<file path="src/rtl/sync_fifo_buf.sv">
// rtl/sync_fifo_buf.sv - single-clock FIFO with registered read, level flags and sticky errors
// Optional: define SYNC_FIFO_PEAK_EN to add the peak_count high-water-mark output.
module sync_fifo_buf #(
  parameter int DATA_WIDTH = 8,
  parameter int ADDR_WIDTH = 3,
  parameter int AF_THRESH  = 6,
  parameter int AE_THRESH  = 2
) (
  input  logic                  clk,
  input  logic                  rst,
  input  logic                  wr_en,
  input  logic [DATA_WIDTH-1:0] wr_data,
  input  logic                  rd_en,
  input  logic                  err_clr,
  output logic [DATA_WIDTH-1:0] rd_data,
  output logic                  rd_valid,
  output logic                  full,
  output logic                  empty,
  output logic                  almost_full,
  output logic                  almost_empty,
  output logic [ADDR_WIDTH:0]   count,
  output logic                  overflow,
`ifdef SYNC_FIFO_PEAK_EN
  output logic                  underflow,
  output logic [ADDR_WIDTH:0]   peak_count
`else
  output logic                  underflow
`endif
);

  localparam int DEPTH = 1 << ADDR_WIDTH;
  localparam logic [ADDR_WIDTH:0] DEPTH_C = (ADDR_WIDTH+1)'(DEPTH);
  localparam logic [ADDR_WIDTH:0] AF_C    = (ADDR_WIDTH+1)'(AF_THRESH);
  localparam logic [ADDR_WIDTH:0] AE_C    = (ADDR_WIDTH+1)'(AE_THRESH);

  logic [DATA_WIDTH-1:0] mem [DEPTH];
  logic [ADDR_WIDTH:0]   wr_ptr;
  logic [ADDR_WIDTH:0]   rd_ptr;
  logic [ADDR_WIDTH:0]   count_nxt;
  logic                  rd_acc;
  logic                  wr_acc;

  // Accept decisions and next occupancy; a write at full rides on a same-cycle read.
  always_comb begin
    rd_acc    = rd_en & ~empty;
    wr_acc    = wr_en & (~full | rd_acc);
    count_nxt = count;
    if (wr_acc && !rd_acc) begin
      count_nxt = count + 1'b1;
    end else if (rd_acc && !wr_acc) begin
      count_nxt = count - 1'b1;
    end
  end

  // Storage array; deliberately not reset so it maps onto plain RAM.
  always_ff @(posedge clk) begin
    if (wr_acc) begin
      mem[wr_ptr[ADDR_WIDTH-1:0]] <= wr_data;
    end
  end

  // Pointers, count, registered read port and flags derived from the next count.
  always_ff @(posedge clk or posedge rst) begin
    if (rst) begin
      wr_ptr       <= '0;
      rd_ptr       <= '0;
      count        <= '0;
      rd_data      <= '0;
      rd_valid     <= 1'b0;
      full         <= 1'b0;
      empty        <= 1'b1;
      almost_full  <= 1'b0;
      almost_empty <= 1'b1;
      overflow     <= 1'b0;
      underflow    <= 1'b0;
    end else begin
      if (wr_acc) begin
        wr_ptr <= wr_ptr + 1'b1;
      end
      rd_valid <= rd_acc;
      if (rd_acc) begin
        rd_data <= mem[rd_ptr[ADDR_WIDTH-1:0]];
        rd_ptr  <= rd_ptr + 1'b1;
      end
      count        <= count_nxt;
      full         <= (count_nxt == DEPTH_C);
      empty        <= (count_nxt == '0);
      almost_full  <= (count_nxt >= AF_C);
      almost_empty <= (count_nxt <= AE_C);
      // A new error in the clearing cycle wins over err_clr.
      overflow     <= (wr_en & ~wr_acc) | (overflow & ~err_clr);
      underflow    <= (rd_en & ~rd_acc) | (underflow & ~err_clr);
    end
  end

`ifdef SYNC_FIFO_PEAK_EN
  // High-water mark of occupancy; err_clr restarts it from the current level.
  always_ff @(posedge clk or posedge rst) begin
    if (rst) begin
      peak_count <= '0;
    end else if (err_clr) begin
      peak_count <= count_nxt;
    end else if (count_nxt > peak_count) begin
      peak_count <= count_nxt;
    end
  end
`endif

  // Pointer distance (modulo 2*DEPTH) must always equal the occupancy register.
  ptr_count_consistent: assert property (@(posedge clk) disable iff (rst)
    (ADDR_WIDTH+1)'(wr_ptr - rd_ptr) == count);

endmodule
</file>
<file path="config.mk">
export PLATFORM = sky130hd
export DESIGN_NAME = sync_fifo_buf
export DESIGN_NICKNAME = d
export VERILOG_FILES = /design/src/rtl/sync_fifo_buf.sv
export SDC_FILE = /design/constraint.sdc
export NUM_CORES = 1
export LEC_CHECK = 0
export CAP_MARGIN = 30
export CORE_UTILIZATION = 29
export DETAILED_ROUTE_END_ITERATION = 10
export PLACE_DENSITY = 0.51
export SYNTH_ARGS = -nofsm -noshare
export SYNTH_HDL_FRONTEND = slang
export SYNTH_SLANG_ARGS = --single-unit
</file>
<file path="constraint.sdc">
create_clock -name clk -period 2.15 [get_ports clk]
set_clock_uncertainty 0.15 [all_clocks]
set_input_delay 0.43 -clock clk [delete_from_list [all_inputs] [get_ports clk]]
set_output_delay 0.43 -clock clk [all_outputs]
set_load 0.01 [all_outputs]
</file>
==> results.toml <==
[outcome]
status = "finished clean"

[clock_network]
hold_buffers = 0
clock-sinks = 89
root_buffer = "clkbuf_16"
post_cts_resized = 0
cts_setup_buffers = 0
cts_buffers = 9
clk_latency_ns = 0.33
clk_pin_slew_ns = 0.06
cts_tree = "built"
htreeDepth = 3
clk_path_buf_depth = 2

[drt]
via_per_inst = 4.50
detail-route-antenna-nets = 0
drt-initial-drc-count = 112
num_vias = 1836
drc = 0
routed_wl_mm = 6.50
wl_per_cell_um = 15.9
detail_route.first_pass.iterations = 4

[global_routing]
use_met2 = 0.185
grt_use_met1 = 0.146
grt_usage = 0.115
met3_usage = 0.0329
grt_max_degree = 26
gr-total-overflow = 0
grt_pass1_vias = 1954
grt_pass1_wl_mm = 10.6
antenna_found_initial = 0
grt-busiest-layer = "met2"

[synth]
netlist_area_sq_mm = 0.00355
ys_ff_latch = 89
synthArstFlopShare = 0.281
synth_top_area_frac = 0.542
syn_inst = 197
yosys.area.top_type = "edfxtp_1"
yosys_warnings = 0
synth.avg_cell_area_sq_um = 18.0
ys_top_cells_by_area = "edfxtp_1 (54%), dfrtp_1 (16%), mux4_2 (7.6%)"
ys_seq_area_frac = 0.719
synth-edff-count = 64
ys.flop_type = "edfxtp_1"
synth.distinct_cells = 34
synth_fp_nets = 214

[die]
core-area_sq_mm = 0.0120
fp.dieH_um = 113
die_width_um = 113
pin_count = 32
start_util = 0.297
design.die.area_sq_mm = 0.0127
rows = 40

[worst_setup_path]
required_ns = 1.57
cp.arrival_ns = 1.43
worstSetupStartpointType = "flip-flop"
crit_family = "flip-flops"
crit_fanout = 4
slowest_delay_ns = 0.56
critPathSlowestCell = "dfstp_2"
crit_buf_inv = 1
cp_cell_sequence = "clkdlybuf4s50_1"
startpoint = "empty$_DFF_PP1_"
crit_path_end_kind = "primary output"
critPathKind = "flip-flop to primary output"
reg2reg_from = "empty$_DFF_PP1_"

[pwr]
cellPowerDensity_mw_per_mm2 = 1420
vdd_ir_drop_max_mv = 0.406
leakage_uw = 0.00168

[timing]
finalHoldViolations = 0
finalSetupViolCount = 0
rsz0062_at_grt = "false"
drv_slew = 0
max_freq_mhz = 498
post-route-min-period_ns = 2.01
relSlewSlack = 0.769
max_slew.worst_pin.slew_ns = 0.336
fin_crit_sh = 0.934
tns_ns = 0
setup_ws_ns = 0.141

[placement]
dp.final_hpwl_mm = 4.69
pre_cts_slack_ns = -0.251
io_buffers = 31
place_congestion = 0.701

[cells_and_area]
post-route-util = 0.381
diodes = 0
final_nets = 273
area_growth_pct = 28.6
drive_gt1_frac = 0.253

[min_path]
worstHoldPathType = "input port to async pin"

[run]
maxCapViolCount = 0
[cells by family after synthesis]
kind of cell    synth area share
flops                      0.719
simple gates              0.0529
mux                        0.145
compound gates            0.0272
buf+inv                   0.0229
xor+xnor                  0.0194
fa+ha+maj                 0.0141
[where the power goes]
part / internal [uW] / switching (uW) / total [uW]
combinational: 1150 / 1010 / 2160
clock: 1150 / 653 / 1800
sequential: 2280 / 220 / 2500
[cells in the mapped netlist, types with 2 or more instances]
cell type / count
edfxtp_1: 64
dfrtp_1: 23
nand2_1: 16
mux4_2: 12
mux2i_1: 9
nor2_1: 7
o21ai_1: 7
inv_1: 6
buf_2: 5
xnor2_1: 5
ha_1: 4
mux4_1: 4
nand2b_1: 4
nor3_1: 4
o21ai_0: 3
a21oi_1: 2
dfstp_2: 2
inv_2: 2
nand3_1: 2
nor2b_1: 2
[through the flow]
stage | hold WS (ns) | instance area (sq um) | cells | power (uW)
after floorplan | 0.306 | 3560 | 197 | 3860
after global placement | 0.321 | 4210 | 392 | 4730
after detailed placement | 0.325 | 4210 | 392 | 4740
after CTS | 0.321 | 4560 | 408 | 6560
after global routing | 0.349 | 4560 | 408 | 6830
final | 0.314 | 4560 | 408 | 6460
[worst min-delay path: cells and delay by family]
kind                   cells  cell delay, ns
buffers and inverters      3            0.75
[routing by layer]
layer / part of all wire / up-vias
met3: 0.032 / 6
met5: 0 / -
met2: 0.49 / 34
met1: 0.46 / 931
met4: 0.018 / 0
li1: - / 865
[layout make-up]
cell class / count / area, sq um
Fill cell: 1099 / 7400
Sequential cell: 89 / 2550
Multi-Input combinational cell: 93 / 931
Timing Repair Buffer: 55 / 515
Clock buffer: 9 / 225
Tap cell: 147 / 184
Clock inverter: 7 / 126
Inverter: 8 / 30.0
[path summary, 6_finish.rpt]
check | end | slack (ns) | cells past startpoint
max | empty | 0.14 | 1
min | rd_data[2]$_DFFE_PP0P_ | 0.31 | 3
max reg2reg | full$_DFF_PP0_ | 0.22 | 7
min reg2reg | rd_data[4]$_DFFE_PP0P_ | 0.33 | 2
max in group asynchronous | empty$_DFF_PP1_ | 1.24 | 3
min in group clk | rd_data[4]$_DFFE_PP0P_ | 0.33 | 2
[sequential cells by signal, indices dropped and copies added, names as in the netlist]
signal        flops
almost_empty      1
rd_valid          1
empty             1
overflow          1
mem              64
full              1
almost_full       1
underflow         1
wr_ptr            3
rd_ptr            3
count             4
rd_data           8
[placed cells by master (no fill, tap or decap), types with 3 or more instances in the layout]
master / n
o21ai_1: 7
dfrtp_1: 23
clkdlybuf4s50_1: 31
buf_4: 22
nand2b_1: 4
nand2_1: 16
mux4_1: 4
inv_1: 6
o21ai_0: 3
mux2i_1: 9
clkbuf_16: 9
ha_1: 4
xnor2_1: 5
edfxtp_1: 64
nor2_1: 7
mux4_2: 12
bufinv_16: 3
(Power assumes the default switching activity.)
